--- src/rtl/shot_scheduler.sv ---
// Shot deploy scheduler: frame-paced IDLE/DEPLOY/COOLDOWN FSM, high-damage timer,
// and an optional ammo counter compiled in with `define SHOT_AMMO_EN.
module shot_scheduler #(
  parameter int unsigned NUM_OF_SHOTS    = 8,
  parameter int unsigned COOLDOWN_FRAMES = 10,
  parameter int unsigned HD_FRAMES       = 300,
  parameter int unsigned AMMO_MAX        = 20
) (
  input  logic                    clk,
  input  logic                    resetN,
  input  logic                    startOfFrame,
  input  logic                    fire,
  input  logic [NUM_OF_SHOTS-1:0] shots_active,
  input  logic                    powerup,
  input  logic                    ammo_refill,
  output logic [NUM_OF_SHOTS-1:0] deploy_shot,
  output logic                    high_damage,
  output logic [7:0]              ammo_count,
  output logic                    busy
);

  localparam int unsigned CD_W   = 8;
  localparam int unsigned HD_W   = 10;
  localparam int unsigned AMMO_W = 8;

  typedef enum logic [1:0] {
    IDLE     = 2'd0,
    DEPLOY   = 2'd1,
    COOLDOWN = 2'd2
  } state_e;

  state_e                  state_q, state_d;
  logic [CD_W-1:0]         cd_q, cd_d;
  logic [HD_W-1:0]         hd_q, hd_d;
  logic [NUM_OF_SHOTS-1:0] deploy_q, deploy_d;
  logic                    busy_q;
  logic                    hd_flag_q;
  logic [NUM_OF_SHOTS-1:0] free_c;
  logic [NUM_OF_SHOTS-1:0] lowest_free_c;
  logic                    ammo_avail_c;

  // Isolate the lowest set bit of the free mask (two's-complement trick).
  assign free_c        = ~shots_active;
  assign lowest_free_c = free_c & (~free_c + NUM_OF_SHOTS'(1));

  // Next-state and deploy strobe.
  always_comb begin
    state_d  = state_q;
    cd_d     = cd_q;
    deploy_d = '0;
    case (state_q)
      IDLE: begin
        if (startOfFrame && fire && (|free_c) && ammo_avail_c) begin
          state_d  = DEPLOY;
          deploy_d = lowest_free_c;
        end
      end
      DEPLOY: begin
        state_d = COOLDOWN;
        cd_d    = CD_W'(COOLDOWN_FRAMES);
      end
      COOLDOWN: begin
        if (startOfFrame) begin
          if (cd_q <= CD_W'(1)) begin
            state_d = IDLE;
            cd_d    = '0;
          end else begin
            cd_d = cd_q - CD_W'(1);
          end
        end
      end
      default: begin
        state_d = IDLE;
        cd_d    = '0;
      end
    endcase
  end

  // High-damage timer; a powerup reloads and wins over a coincident frame tick.
  always_comb begin
    hd_d = hd_q;
    if (powerup) begin
      hd_d = HD_W'(HD_FRAMES);
    end else if (startOfFrame && (hd_q != '0)) begin
      hd_d = hd_q - HD_W'(1);
    end
  end

  always_ff @(posedge clk or negedge resetN) begin
    if (!resetN) begin
      state_q   <= IDLE;
      cd_q      <= '0;
      hd_q      <= '0;
      deploy_q  <= '0;
      busy_q    <= 1'b0;
      hd_flag_q <= 1'b0;
    end else begin
      state_q   <= state_d;
      cd_q      <= cd_d;
      hd_q      <= hd_d;
      deploy_q  <= deploy_d;
      busy_q    <= (state_d != IDLE);
      hd_flag_q <= (hd_d != '0);
    end
  end

  assign deploy_shot = deploy_q;
  assign busy        = busy_q;
  assign high_damage = hd_flag_q;

`ifdef SHOT_AMMO_EN
  logic [AMMO_W-1:0] ammo_q, ammo_d;

  // Refill overrides the deploy decrement; never decrement below zero.
  always_comb begin
    ammo_d = ammo_q;
    if (ammo_refill) begin
      ammo_d = AMMO_W'(AMMO_MAX);
    end else if ((state_q == DEPLOY) && (ammo_q != '0)) begin
      ammo_d = ammo_q - AMMO_W'(1);
    end
  end

  always_ff @(posedge clk or negedge resetN) begin
    if (!resetN) begin
      ammo_q <= AMMO_W'(AMMO_MAX);
    end else begin
      ammo_q <= ammo_d;
    end
  end

  assign ammo_avail_c = (ammo_q != '0);
  assign ammo_count   = ammo_q;
`else
  logic unused_ammo_refill;

  assign unused_ammo_refill = ammo_refill;
  assign ammo_avail_c       = 1'b1;
  assign ammo_count         = AMMO_W'(AMMO_MAX);
`endif

endmodule

--- config.mk ---
export PLATFORM = sky130hd
export DESIGN_NAME = shot_scheduler
export DESIGN_NICKNAME = d
export VERILOG_FILES = /design/src/rtl/shot_scheduler.sv
export SDC_FILE = /design/constraint.sdc
export NUM_CORES = 1
export LEC_CHECK = 0
export CORE_ASPECT_RATIO = 2
export CORE_MARGIN = 3
export CORE_UTILIZATION = 51
export DETAILED_ROUTE_END_ITERATION = 8
export PLACE_DENSITY = 0.78
export SETUP_SLACK_MARGIN = 0.05
export SYNTH_ARGS = -nofsm -noshare
export SYNTH_HDL_FRONTEND = slang
export SYNTH_SLANG_ARGS = --single-unit
--- constraint.sdc ---
create_clock -name clk -period 2.4 [get_ports clk]
set_input_delay 0.24 -clock clk [delete_from_list [all_inputs] [get_ports clk]]
set_output_delay 0.24 -clock clk [all_outputs]
set_load 0.01 [all_outputs]
==> Word level (Yosys, flattened, before mapping) <==
Cells that the tools add are included.
{ "word_totals": {"elab_cells": 37, "ff_bits": 30} }
{ "classes": {"addsub": 3, "reduce_logical": 9, "eq_ne": 3, "n_lt_le_gt_ge": 1, "muxes": 11, "bitwise_logic": 4} }
{ "op_table": {"columns": ["operator", "count"], "rows": [
  ["$mux 8", 4],
  ["$pmux 8 s3", 1],
  ["$mux 10", 2],
  ["$reduce_bool 10->1", 2],
  ["$not 8->8", 2],
  ["$sub 10x1->10 const B", 1],
  ["$add 8x1->8 const B", 1],
  ["$and 8x8->8", 1],
  ["$le 8x1->1 const B", 1],
  ["$reduce_or 8->1", 1],
  ["$sub 8x1->8 const B", 1],
  ["$mux 2", 3],
  ["$pmux 2 s3", 1],
  ["$logic_and 1x1->1", 3],
  ["$eq 2x1->1 const B", 1],
  ["$eq 2x2->1 const B", 1],
  ["$logic_not 2->1", 1],
  ["$ne 2x2->1 const B", 1],
  ["$reduce_and 2->1", 1],
  ["$reduce_bool 2->1", 1],
  ["$not 1->1", 1]
]} }

==> Longest topological paths before layout <==
Gate-level depths: netlist of run 1.
{ "depth": {"depth_word": 6, "mapped_depth": 7, "ltp_nobuf": 6} }

==> Worst setup path after synthesis of run 1 <==
OpenSTA, ideal clock, no wires.
{ "synth_path": {"kind": "register to register", "startpoint": "reg hd_q[0]", "endpoint": "reg hd_flag_q, in the netlist high_damage", "period_less_slack_ns": 2.061, "required_time_ns": 2.271, "path_stages_with_launch": 7, "n_path_buf": 0, "setup_slack_ns": 0.339, "arrival_ns": 1.933, "path_cell_list": "dfrtp_1 inv_1 ha_1 or3b_2 o41ai_4 mux2i_1 a2111o_1"} }
{ "synth_between": {"elab_chain_len": 5, "word_cells_on_any_way": 6, "cone_classes": "1 x add/sub; 2 x mux; 3 x reduce/logical"} }
{ "synth_rtl": {"columns": ["item", "line_no", "text"], "rows": [
  ["start, declared", "34", "logic [HD_W-1:0] hd_q, hd_d;"],
  ["start signal, assigned", "93", "hd_q <= '0;"],
  ["start signal, assigned", "100", "hd_q <= hd_d;"],
  ["parallel branches: the longest is 2 deep, another holds $sub 10x1->10", null, null],
  ["$mux 10 *", "84", "end else if (startOfFrame && (hd_q != '0)) begin"],
  ["$mux 10 *", "82", "if (powerup) begin"],
  ["$reduce_bool 10->1 *", "103", "hd_flag_q <= (hd_d != '0);"],
  ["end signal, assigned", "103", null],
  ["end, declared", "37", "logic hd_flag_q;"]
]} }
Every way passes the cells marked *.
A chain may end at the register's enable or synchronous reset.

==> Worst setup path after layout of run 1 <==
Ends and elaborated chain as after synthesis.

==> out/results.ini, run 1 <==
[finish]
final.fill_count = 263
n_antenna_cell = 0
final_cell_mix = dfrtp_1 (30), clkdlybuf4s50_1 (22), nor2_1 (19), nand2_1 (13), inv_1 (9)
areaGrowthSynthToFinish_pct = 21.1
final_net_count = 222
fin_area_um2 = 2040
drive_gt1_share_pct = 11.4
final_util_pct = 64.7
layout_commonest_cell = dfrtp_1

[floorplanning]
rows = 29
ios = 32
start_util_pct = 53.4
die-height_um = 87.3
die_w_um = 46.7
die_area_um2 = 4080
design.core.area_um2 = 3160

[cts]
cts_tree = done
post_cts_resized = 0
cts.sinks = 30
cts_buffers = 5
htreeDepth = 2
root_buffer = clkbuf_8
clk_path_buf_depth = 2
clkSlewWorstSetupHoldPaths_ps = 60
clkLatencyLatePin_ps = 280

[global_routing]
antenna_found_initial = 0
grt_max_degree = 31
grt_first_pass_wirelength_um = 5830
track_usage_pct = 19.9
grt_pass1_vias = 1402
overflow = 0

[detailed_routing]
avgRoutedWirePerCell_um = 15.9
ant_nets = 0
first_iter_violations = 40
wl_um = 3700
num_vias = 1419
drc_errors = 0
via_per_inst = 6.09
firstDrtPassIters = 4

[sta]
period_needed_ps = 2210
final.setup.tns_ps = 0
min_period_over_period_pct = 92.2
drv_slew = 0
hold_violations = 0
setup_violations = 0
rsz0062_at_grt = false
skew_ps = 3.08
max_freq_mhz = 452

[synth]
synth_area_um2 = 1690
synthArstFlopShare_pct = 100
synth.distinct_cells = 52
synthCells = 172
yosys_warnings = 0
ys_seq_area_share_pct = 44.5
synth-edff-count = 0
avgSynthCellArea_um2 = 9.81
synth-seq-cells = 30
synth-main-ff-cell = dfrtp_1

[power_and_ir_drop]
clock_power_share_pct = 27.1
netSwitchingFraction_pct = 34.8
power.internal_uw = 1180
combPwrFrac_pct = 35.7
p_leak_uw = 0.000885
power_uw = 1810
p_per_area_nw_per_um2 = 884
switchingPower_uw = 628
ir_drop_mv = 0.742
pwr-share-seq_pct = 37.2

[setup_path]
crit_fanout = 5
reg2regPathDepth = 6
criticalPathCategory = reg -> reg
worstSetupEndpointType = flip-flop
crit_path_start_kind = flip-flop
cp.arrival_ps = 2370
worst_ep_required_time_ps = 2560
critical_path.startpoint = hd_q[0]
r2r_start = hd_q[0]

[placement]
place_area_um2 = 1930
port_buffers = 22
routabilityCongestion = 0.884
dp_hpwl_um = 2810

[status]
outcome = finished, final reports clean

[run]
cap_violations = 0

[hold_path]
min_path_type = in -> async

==> synthesized netlist by cell type (2+ instances only) <==
library cell | number | share of area [%]
a211oi_1 | 2 | 0.89
a21oi_1 | 8 | 2.4
a31oi_1 | 2 | 0.74
buf_4 | 8 | 3.6
clkbuf_1 | 3 | 0.67
conb_1 | 2 | 0.45
dfrtp_1 | 30 | 45
ha_1 | 7 | 5.2
inv_1 | 9 | 2.0
mux2i_1 | 2 | 1.2
nand2_1 | 13 | 2.9
nand2b_1 | 3 | 1.1
nand3_1 | 2 | 0.59
nand3b_1 | 4 | 1.8
nand4b_1 | 2 | 1.0
nor2_1 | 19 | 4.2
nor3_1 | 6 | 1.8
nor4_1 | 4 | 1.5
nor4b_1 | 2 | 1.0
o21a_1 | 2 | 0.89
o21ai_0 | 4 | 1.2
or2_2 | 3 | 1.1
or3_1 | 3 | 1.1
xor2_1 | 4 | 2.1
==> timing repair <==
item                                   4_1_cts  5_1_grt
setup endpoints to repair                    0        1
endpoints found under the hold margin        0        0
hold buffers                                 0        0
setup buffers                                0        1
==> critical path: stages, from the launching register on <==
cell and delay [ps]:
dfrtp_1 380, inv_1 130, ha_1 240, or3b_2 490, o41ai_4 330, mux2i_1 140, a2111o_1 390
==> final timing paths <==
| path | end | slack, ps |
|---|---|---|
| worst max-delay path | high_damage | 190 |
| worst min-delay path | high_damage | 350 |
| worst max register to register | high_damage | 190 |
| worst min register to register | hd_q[1] | 550 |
| max in group asynchronous | busy | 1770 |
| min in group clk | hd_q[1] | 550 |
==> cells by family after synthesis <==
family | synth area share (%)
AOI/OAI and AO/OA | 14.6
buffers and inverters | 6.23
muxes | 1.85
other | 0.445
xor gates and xnor gates | 2.60
adders and majority gates | 5.19
DFF | 44.5
and+or+nand+nor | 24.6
==> metal layers <==
metal | vias up | track usage [%] | wire (um)
li1 | 669 | - | -
met1 | 704 | 18.8 | 1290
met2 | 37 | 34.9 | 2200
met3 | 9 | 4.97 | 128
met4 | 0 | 13.1 | 85
met5 | - | 0 | 0
==> stage by stage <==
stage	hold WS, ps	setup slack, ps	std cells
after global routing	371	82.0	233
after global placement	513	89.5	224
after floorplan	-55.6	339	178
after detailed placement	543	72.8	224
final	352	188	233
after CTS	356	144	232
==> power by group through the flow <==
stage / combinational [uW] / sequential [uW] / clock (uW)
final: 644 / 672 / 490
after global routing: 719 / 681 / 530
after CTS: 643 / 669 / 506
after detailed placement: 640 / 678 / 0
after global placement: 599 / 673 / 0
after floorplan: 469 / 664 / 0
==> sequential cells by signal (all words and copies together) (netlist names) <==
name,flops
busy,1
deploy_shot,8
hd_q,10
high_damage,1
state_q,2
cd_q,8
==> layout make-up <==
class	count	area, um^2	share of cell area (%)
multi-input combinational	128	853	41.8
clock inverter	3	40.0	1.96
clock buffer	5	68.8	3.37
timing repair buffer	27	258	12.6
sequential	30	751	36.7
inverter	9	33.8	1.65
tap	31	38.8	1.90
Note: power is estimated with default switching activity, not from simulation.
==> run 2: changes to the inputs <==
Settings changed: CELL_PAD_IN_SITES_DETAIL_PLACEMENT set to 1, CELL_PAD_IN_SITES_GLOBAL_PLACEMENT set to 2, CORE_UTILIZATION 51 to 32, PLACE_DENSITY 0.78 to not set, PLACE_DENSITY_LB_ADDON set to 0.1, REMOVE_ABC_BUFFERS set to 1.
==> run 2 against run 1 <==
Net effect: sequential power is essentially flat; critical path depth is the same; setup slack gained 3.7 ps; combinational power up 3%; sequential cell count did not move; clock-buffer cell count grew 2; first-iteration DRC count fell by 57%; clock skew is 3.9 ps higher; sequential share of layout area down 0.40 points; die area grew 53%; critical endpoint unchanged; largest cell class unchanged.
==> out/results.ini, run 2 (synthesized netlist as in run 1, its figures left out) <==
[power_and_ir_drop]
p_per_area_nw_per_um2 = 857  ; was 884 nW/um^2
switchingPower_uw = 654  ; was 628 uW
netSwitchingFraction_pct = 36.9  ; was 34.8%
pwr-share-seq_pct = 38.1  ; was 37.2%
combPwrFrac_pct = 37.4  ; was 35.7%
power_uw = 1770  ; was 1810 uW
clock_power_share_pct = 24.5  ; was 27.1%
p_leak_uw = 0.000880  ; was 0.000885 uW
power.internal_uw = 1120  ; was 1180 uW
ir_drop_mv = 0.515  ; was 0.742 mV

[floorplanning]
start_util_pct = 33.7  ; was 53.4%
die_area_um2 = 6230  ; was 4080 um^2
rows = 36  ; was 29
design.core.area_um2 = 5000  ; was 3160 um^2
ios = 32  ; unchanged
die_w_um = 57.3  ; was 46.7 um
die-height_um = 109  ; was 87.3 um

[placement]
routabilityCongestion = 0.769  ; was 0.884
port_buffers = 22  ; unchanged
dp_hpwl_um = 3450  ; was 2810 um

[detailed_routing]
avgRoutedWirePerCell_um = 17.1  ; was 15.9 um
num_vias = 1392  ; was 1419
first_iter_violations = 17  ; was 40
firstDrtPassIters = 4  ; unchanged
wl_um = 4440  ; was 3700 um
ant_nets = 0  ; unchanged
drc_errors = 0  ; unchanged
via_per_inst = 5.35  ; was 6.09

[finish]
largest_reg_flops = 10  ; unchanged
top_register = hd_q  ; unchanged
final_net_count = 223  ; was 222
layout_commonest_cell = dfrtp_1  ; unchanged
areaGrowthSynthToFinish_pct = 22.5  ; was 21.1%
n_antenna_cell = 0  ; unchanged
final_cell_mix = dfrtp_1 (30), clkdlybuf4s50_1 (22), nor2_1 (19), nand2_1 (13), inv_1 (9)  ; unchanged
drive_gt1_share_pct = 11.3  ; was 11.4%
final.fill_count = 573  ; was 263

[sta]
hold_violations = 0  ; unchanged
period_needed_ps = 2210  ; about the same
min_period_over_period_pct = 92.0  ; was 92.2%
skew_ps = 6.97  ; was 3.08 ps
setup_violations = 0  ; unchanged
final.setup.tns_ps = 0  ; unchanged
rsz0062_at_grt = false  ; unchanged
max_freq_mhz = 453  ; was 452 MHz
drv_slew = 0  ; unchanged

[setup_path]
crit_path_start_kind = flip-flop  ; unchanged
critPathMaxStageDelay_ps = 500  ; was 490 ps
cp.arrival_ps = 2380  ; was 2370 ps
worstSetupEndpointType = flip-flop  ; unchanged
path_buf_inv = 1  ; unchanged
critPathTopFamily = compound AO/OA/AOI/OAI gates  ; unchanged
criticalPathCategory = reg -> reg  ; unchanged
worstPathCellList = inv_1 > ha_1 > or3b_2 > o41ai_4 > mux2i_1 > a2111o_1  ; unchanged
worst_ep_required_time_ps = 2570  ; was 2560 ps
crit_slowest_cell = or3b_2  ; unchanged
crit_fanout = 5  ; unchanged

[cts]
clkSlewWorstSetupHoldPaths_ps = 70  ; was 60 ps
hold_buffers = 0  ; unchanged
post_cts_resized = 0  ; unchanged
postCtsSetupRepairBufs = 0  ; unchanged
htreeDepth = 2  ; unchanged
cts_tree = done  ; unchanged
clk_path_buf_depth = 2  ; unchanged
root_buffer = clkbuf_8  ; unchanged
clkLatencyLatePin_ps = 290  ; was 280 ps
cts_buffers = 5  ; unchanged
cts.sinks = 30  ; unchanged

[global_routing]
overflow = 0  ; unchanged
grt_max_degree = 31  ; unchanged
grt_first_pass_wirelength_um = 7560  ; was 5830 um
antenna_found_initial = 0  ; unchanged
grt_pass1_vias = 1549  ; was 1402
track_usage_pct = 16.0  ; was 19.9%

[hold_path]
min_path_type = in -> async  ; unchanged

[run]
cap_violations = 0  ; unchanged

[status]
outcome = finished, final reports clean  ; unchanged

## run 2: cell count changes in the layout (fill, tap and decap cells not counted), sizes merged
cell | previous run | this run
clkbuf | 5 | 7
buf | 5 | 6
bufinv | 1 | 0
clkinv | 2 | 1
## run 2: worst paths after layout
path,startpoint,endpoint,slack [ps],cells after the start
worst max-delay path,hd_q[0],high_damage,190,6
worst min-delay path,resetN,hd_q[1],350,2
worst max register to register,hd_q[0],high_damage,190,6
worst min register to register,cd_q[6],cd_q[6],550,2
max in group asynchronous,resetN,cd_q[2],1750,2
min in group clk,shots_active[3],deploy_shot[3],540,2
## run 2: routing by layer
layer | wire length [um] | track usage, % | vias to the layer above
met5 | 0 | 0 | -
met1 | 1470 | 14.7 | 696
met3 | 96 | 2.61 | 14
met2 | 2710 | 31.6 | 23
met4 | 159 | 9.29 | 0
li1 | - | - | 659
## run 2: cell type report
class	count	area, um^2	share of cell area [%]
timing repair buffer	28	265	12.8
inverter	9	33.8	1.64
tap	57	71.3	3.45
multi-input combinational	128	853	41.3
clock inverter	1	5.00	0.242
sequential	30	751	36.3
clock buffer	7	86.3	4.18
## run 2: power by group through the flow
stage               sequential (uW)  clock (uW)  combinational [uW]
floorplan                       665           0                 453
global placement                677           0                 638
detailed placement              685           0                 668
CTS                             675         452                 672
global route                    689         467                 753
finish                          674         433                 662
## run 2: stage by stage
step	instances	hold slack [ps]	setup slack, ps	utilization [%]	instance area (um^2)
after floorplan	167	-55.6	339	-	1640
after global placement	252	520	86.7	39.5	1970
after detailed placement	252	539	72.4	39.5	1970
after CTS	260	363	181	41.3	2070
after global routing	260	409	65.3	41.3	2070
final	260	353	192	41.3	2070
==> run 3: changes to the inputs <==
Settings changed: HOLD_SLACK_MARGIN set to 0.05.
==> results of run 3 <==
Final layout, timing and power as in run 2 (identical DEF).
